File: config.mk
export PLATFORM = sky130hd
export DESIGN_NAME = led_blink_array
export DESIGN_NICKNAME = d
export VERILOG_FILES = /design/src/rtl/led_blink_pkg.sv /design/src/rtl/led_channel.sv /design/src/rtl/led_blink_array.sv
export SDC_FILE = /design/constraint.sdc
export NUM_CORES = 1
export LEC_CHECK = 0
export CAP_MARGIN = 20
export CORE_ASPECT_RATIO = 1.75
export CORE_MARGIN = 3
export CORE_UTILIZATION = 30
export DETAILED_ROUTE_END_ITERATION = 16
export HOLD_SLACK_MARGIN = 0.03
export PLACE_DENSITY = 0.5
export SLEW_MARGIN = 20
export SYNTH_ARGS = -nofsm -noshare
export SYNTH_HDL_FRONTEND = slang
export SYNTH_HIERARCHICAL = 1
export SYNTH_SLANG_ARGS = --single-unit
File: constraint.sdc
create_clock -name clk -period 3.7 [get_ports clk]
set_clock_uncertainty 0.1 [all_clocks]
set_input_delay 0.74 -clock clk [delete_from_list [all_inputs] [get_ports clk]]
set_output_delay 0.74 -clock clk [all_outputs]
set_load 0.02 [all_outputs]
File: src/rtl/led_blink_pkg.sv
`default_nettype none
// ============================================================================
// Module   : led_blink_pkg
// Purpose  : Shared mode encoding and prescaler divider helper for led_blink_array.
// Revision : 1.0
// ============================================================================
package led_blink_pkg;

    typedef enum logic [1:0] {
        LED_OFF     = 2'd0,
        LED_ON      = 2'd1,
        LED_BLINK   = 2'd2,
        LED_ONESHOT = 2'd3
    } led_mode_t;

    function automatic int unsigned calc_div(input int unsigned clk_hz, input int unsigned tick_hz);
        if (tick_hz == 0) begin
            return 0;
        end
        return clk_hz / tick_hz;
    endfunction

endpackage
`default_nettype wire

File: src/rtl/led_channel.sv
`default_nettype none
// ============================================================================
// Module   : led_channel
// Purpose  : One LED channel: mode, half-period, tick counter, led and done regs.
// Revision : 1.0
// ============================================================================
module led_channel
    import led_blink_pkg::*;
#(
    parameter int PER_W = 16
) (
    input  logic             clk,
    input  logic             reest,
    input  logic             tick,
    input  logic             we,
    input  logic [1:0]       mode,
    input  logic [PER_W-1:0] half_period,
    output logic             led,
    output logic             done
);

    led_mode_t        r_mode;
    led_mode_t        w_mode_nxt;
    led_mode_t        w_wr_mode;
    logic [PER_W-1:0] r_half;
    logic [PER_W-1:0] w_half_nxt;
    logic [PER_W-1:0] r_cnt;
    logic [PER_W-1:0] w_cnt_nxt;
    logic [PER_W-1:0] w_last;
    logic             w_term;
    logic             r_led;
    logic             w_led_nxt;
    logic             r_done;
    logic             w_done_nxt;

    assign w_wr_mode = led_mode_t'(mode);
    // A programmed half-period of 0 behaves like 1, so the terminal count is 0 either way.
    assign w_last    = (r_half == '0) ? '0 : (r_half - PER_W'(1));
    assign w_term    = (r_cnt == w_last);

    always_comb begin
        w_mode_nxt = r_mode;
        w_half_nxt = r_half;
        w_cnt_nxt  = r_cnt;
        w_led_nxt  = r_led;
        w_done_nxt = 1'b0;
        if (we) begin
            w_mode_nxt = w_wr_mode;
            w_half_nxt = half_period;
            w_cnt_nxt  = '0;
            w_led_nxt  = (w_wr_mode != LED_OFF);
        end else if (tick) begin
            case (r_mode)
                LED_BLINK: begin
                    if (w_term) begin
                        w_cnt_nxt = '0;
                        w_led_nxt = ~r_led;
                    end else begin
                        w_cnt_nxt = r_cnt + PER_W'(1);
                    end
                end
                LED_ONESHOT: begin
                    if (w_term) begin
                        w_cnt_nxt  = '0;
                        w_led_nxt  = 1'b0;
                        w_mode_nxt = LED_OFF;
                        w_done_nxt = 1'b1;
                    end else begin
                        w_cnt_nxt = r_cnt + PER_W'(1);
                    end
                end
                default: begin
                end
            endcase
        end
    end

    always_ff @(posedge clk or negedge reest) begin
        if (!reest) begin
            r_mode <= LED_OFF;
            r_half <= PER_W'(1);
            r_cnt  <= '0;
            r_led  <= 1'b0;
            r_done <= 1'b0;
        end else begin
            r_mode <= w_mode_nxt;
            r_half <= w_half_nxt;
            r_cnt  <= w_cnt_nxt;
            r_led  <= w_led_nxt;
            r_done <= w_done_nxt;
        end
    end

    assign led  = r_led;
    assign done = r_done;

endmodule
`default_nettype wire

File: src/rtl/led_blink_array.sv
`default_nettype none
// ============================================================================
// Module   : led_blink_array
// Purpose  : Multi-channel LED driver: shared tick prescaler plus per-channel write decode.
// Revision : 1.0
// ============================================================================
module led_blink_array
    import led_blink_pkg::*;
#(
    parameter int NUM_LEDS = 3,
    parameter int CLK_HZ   = 100_000_000,
    parameter int TICK_HZ  = 1000,
    parameter int PER_W    = 16
) (
    input  logic                                            clk,
    input  logic                                            reest,
    input  logic                                            cfg_we,
    input  logic [((NUM_LEDS > 1) ? $clog2(NUM_LEDS) : 1)-1:0] cfg_ch,
    input  logic [1:0]                                      cfg_mode,
    input  logic [PER_W-1:0]                                cfg_half_period,
    output logic [NUM_LEDS-1:0]                             led,
    output logic [NUM_LEDS-1:0]                             oneshot_done,
    output logic                                            tick
);

    localparam int unsigned C_DIV  = calc_div(CLK_HZ, TICK_HZ);
    localparam int          C_CH_W = (NUM_LEDS > 1) ? $clog2(NUM_LEDS) : 1;
    localparam int          C_PC_W = (C_DIV > 2) ? $clog2(C_DIV) : 1;

    if (C_DIV < 2) begin : g_div_check
        $error("led_blink_array: CLK_HZ/TICK_HZ must be at least 2");
    end

    if (NUM_LEDS < 1 || NUM_LEDS > 16) begin : g_num_check
        $error("led_blink_array: NUM_LEDS must be in 1..16");
    end

    logic [C_PC_W-1:0] r_pcnt;
    logic              r_tick;

    always_ff @(posedge clk or negedge reest) begin
        if (!reest) begin
            r_pcnt <= '0;
            r_tick <= 1'b0;
        end else if (r_pcnt == C_PC_W'(C_DIV - 1)) begin
            r_pcnt <= '0;
            r_tick <= 1'b1;
        end else begin
            r_pcnt <= r_pcnt + C_PC_W'(1);
            r_tick <= 1'b0;
        end
    end

    assign tick = r_tick;

    // Channel numbers at or above NUM_LEDS match no instance, so those writes fall away.
    for (genvar gi = 0; gi < NUM_LEDS; gi++) begin : g_ch
        logic w_we;
        assign w_we = cfg_we && (cfg_ch == C_CH_W'(gi));

        led_channel #(
            .PER_W (PER_W)
        ) u_channel (
            .clk         (clk),
            .reest       (reest),
            .tick        (r_tick),
            .we          (w_we),
            .mode        (cfg_mode),
            .half_period (cfg_half_period),
            .led         (led[gi]),
            .done        (oneshot_done[gi])
        );
    end

endmodule
`default_nettype wire

==> impl_results.md <==
* Most frequent cells in the layout: 123 x dfrtp_1, 97 x nand2_1, 75 x nor2_1, 51 x nand3_1, 46 x o21ai_0
* Hold_buf cts at 0
* Largest net degree at the start of global routing at 74
* TNS Setup at 0 ns
* Dpl hpwl at 18,000 um
* Critical Path RT at 3.91 ns
* Buffers on Ports at 29
* Gpl congestion at 0.861
* Final Hold Fails at 0
* Synth warn at 6
* Worst path max stage delay at 0.64 ns
* Crit path from: g_ch[2].u_channel/r_half[1]
* Avg WL per Cell at 17.5 um
* Seq pwr share at 39.9%
* Initial drt markers at 383
* Power share of the combinational group at 22.0%
* Final hold slack at 0.204 ns
* Gate Count Post-Synth at 940
* TritonCTS Buffers at 17
* Multi-input logic area at 4830 um^2
* Total GRT Usage at 16.4%
* Synth-to-layout area growth at 16.4%
* Synthesized flop and latch total at 126
* Sequential-to-total area share from yosys stat at 37.8%
* Synth Flop Type: dfrtp_1
* Reg-to-reg critical path endpoint: g_ch[2].u_channel/led
* Tcrit/Tclk final at 94.5%
* R2R Path Start: g_ch[2].u_channel/r_half[1]
* Clk sinks at 126
* Maxcap violations at 0
* Run status: finished clean
* Register cell area after layout at 3160 um^2
* CP cell instances: inv_1 -> ha_1 -> or3b_1 -> nor2_1 -> xnor2_1 -> or4b_2 -> o311ai_1 -> or4b_4 -> o31ai_4 -> mux2_1
* Slew Limit Fails at 0
* Pleak at 3.76 nW
* Critical Path Fanout Max at 4
* Worst path top cell family by delay: simple AND/OR/NAND/NOR gates
* CTS tree: yes
* Async set-reset flop share out of synthesis at 100%
* Fmax achieved at 286 MHz
* Vias at 7,103
* Bufs and invs on worst path at 1
* Clock Power Share at 38.1%
* Ant diodes at 0
* CTS clk-pin slew, worst paths at 0.06 ns
* WL final at 23,700 um
* Clock period minus worst slack at 3.50 ns
* NetSw at 0.00150 W
* Fill count at 2,792
* Power density cells at 475 nW/um^2
* R2R cell count at 10
* Final setup vio count at 0
* Crit end category: register
* Root buffer cell: clkbuf_16
* DRC Markers at 0
* R2R Setup Slk at 0.20 ns
* Post-synth cell types at 71
* Initial antenna violation count at 0
* Startpoint Class: register
* GRT overflow at 0
* Slowest CP cell: or4b_2
* Drt pass-1 iters at 5
* H-tree depth at 4
* Max-slew headroom at 49.2%
* EDFF count, synth at 0
* Rows at 80
* Die extent in y at 227 um
* Most common cell after layout, fill and taps aside: dfrtp_1
* Syn_nets at 970
* Nets at 997
* Worst Hold Class: input pin to asynchronous set/reset pin
* Post-Syn Area at 8350 um^2
* Internal power at 0.00313 W
* Die width at 132 um
* Drt via density at 5.27
* Starting density of the core at 30.6%
* Placeable Area at 27,300 um^2
* Vias in the first global route at 7,094
* CP endpoint: g_ch[2].u_channel/led
* Peak supply drop at 0.300 mV
* Antenna viol nets, final at 0
* Tightest Pin Transition at 0.756 ns
* Max clock buf depth at 2
* RSZ-0062 raised after global routing: false
* First-pass GRT wire length at 38,800 um
* Die footprint at 30,000 um^2
* Layout cells sized above 1 at 14.3%
* Sw Share at 32.4%
* Stages on worst setup path at 10
* IO Pins at 30
* Critical setup path kind: register to register
* Syn_area_per_cell at 8.89 um^2
* Crit path DAT at 3.71 ns
* Clock latency on the worst-skew pair at 0.43 ns
## flip-flops by register name, summed over array words and instances, names as in the netlist
signal	cells
tick	1
g_ch.u_channel/led	3
g_ch.u_channel/done	3
g_ch.u_channel/r_half	48
r_pcnt	17
g_ch.u_channel/r_mode	6
g_ch.u_channel/r_cnt	48
## through the flow
step                      power (W)  setup WS [ns]  instance area [um^2]  std cells  utilization (%)
after floorplan             0.00254          0.227                  8350        940                -
after global placement      0.00288          0.222                  9100       1317             33.3
after detailed placement    0.00289          0.171                  9100       1317             33.3
after CTS                   0.00469          0.170                  9720       1349             35.6
after global routing        0.00490        0.00289                  9720       1349             35.6
final                       0.00462          0.203                  9720       1349             35.6
## worst register-to-register path, stage by stage (launching register included)
cell	delay, ns
dfrtp_1	0.40
inv_1	0.08
ha_1	0.18
or3b_1	0.45
nor2_1	0.16
xnor2_1	0.11
or4b_2	0.64
o311ai_1	0.10
or4b_4	0.54
o31ai_4	0.28
mux2_1	0.34
## how the worst min path moves through the flow
stage | from | to | slack (ns) | depth (start not counted)
final | reest | g_ch[2].u_channel/r_cnt[13] | 0.20 | 1
after global routing | reest | g_ch[2].u_channel/r_cnt[13] | 0.26 | 1
after CTS | reest | g_ch[2].u_channel/r_cnt[13] | 0.25 | 1
after detailed placement | r_pcnt[14] | r_pcnt[14] | 0.38 | 1
after global placement | r_pcnt[14] | r_pcnt[14] | 0.38 | 1
after floorplan | reest | g_ch[0].u_channel/done | 0.34 | 0
## synth_stat cells, types with 7 or more instances
cell type,instances,area share (%)
nor4_1,18,1.3
inv_1,30,1.3
ha_1,7,1.0
mux2i_1,9,1.1
nand2_1,97,4.4
xnor2_1,29,3.0
nor2_1,75,3.4
nor3_1,34,2.0
and2_1,8,0.60
o31a_1,7,0.73
xor2_1,42,4.4
nand2b_1,10,0.75
nand3_1,51,3.1
mux2_2,38,5.1
nand3b_1,9,0.81
buf_2,10,0.60
nor2b_1,11,0.82
and3_1,17,1.3
nand4_1,26,1.9
a21oi_1,33,2.0
dfrtp_1,123,37
a31oi_1,22,1.6
o31ai_1,9,0.81
o22ai_1,13,0.97
clkbuf_1,35,1.6
or4_1,7,0.63
o21ai_0,46,2.8
nor3b_1,8,0.72
or3_1,10,0.75
## power groups by stage
stage	registers [W]	logic [W]	clock network [W]
after floorplan	0.00175	0.000788	0
after global placement	0.00187	0.00102	0
after detailed placement	0.00187	0.00102	0
after CTS	0.00185	0.00103	0.00181
after global routing	0.00188	0.00115	0.00187
final	0.00184	0.00102	0.00176
## routing by layer
layer | up-vias | global-route usage (%) | part of all wire, %
met5 | - | 0 | 0
met4 | 0 | 6.75 | 2.4
met3 | 37 | 2.86 | 3.3
met2 | 110 | 31.3 | 56
met1 | 3470 | 17.6 | 39
li1 | 3486 | - | -
## final cells by class
cell class | instances | share of cell area [%]
multi-input cells | 730 | 49.6
flip-flops and latches | 126 | 32.5
repair buffers | 62 | 5.67
well taps | 369 | 4.75
clock buffers | 19 | 4.66
clock inverters | 13 | 1.67
inverters | 30 | 1.16
## what timing repair did
action | 4_1_cts | 5_1_grt
setup buffers | 0 | 0
gates resized for setup | 0 | 1
setup endpoints to repair | 0 | 15
## logic make-up (layout without fill, tap and decap cells)
kind of cell,after synthesis,after routing,synth area share (%)
XOR/XNOR,71,71,7.44
buffers and inverters,84,124,4.55
AND/OR/NAND/NOR,428,428,28.9
adder cells (fa/ha/maj),7,7,1.05
multiplexers,50,50,6.61
AO/OA/AOI/OAI,174,174,13.6
flip-flops,126,126,37.8
No activity file was read; power rests on OpenSTA's default activity.
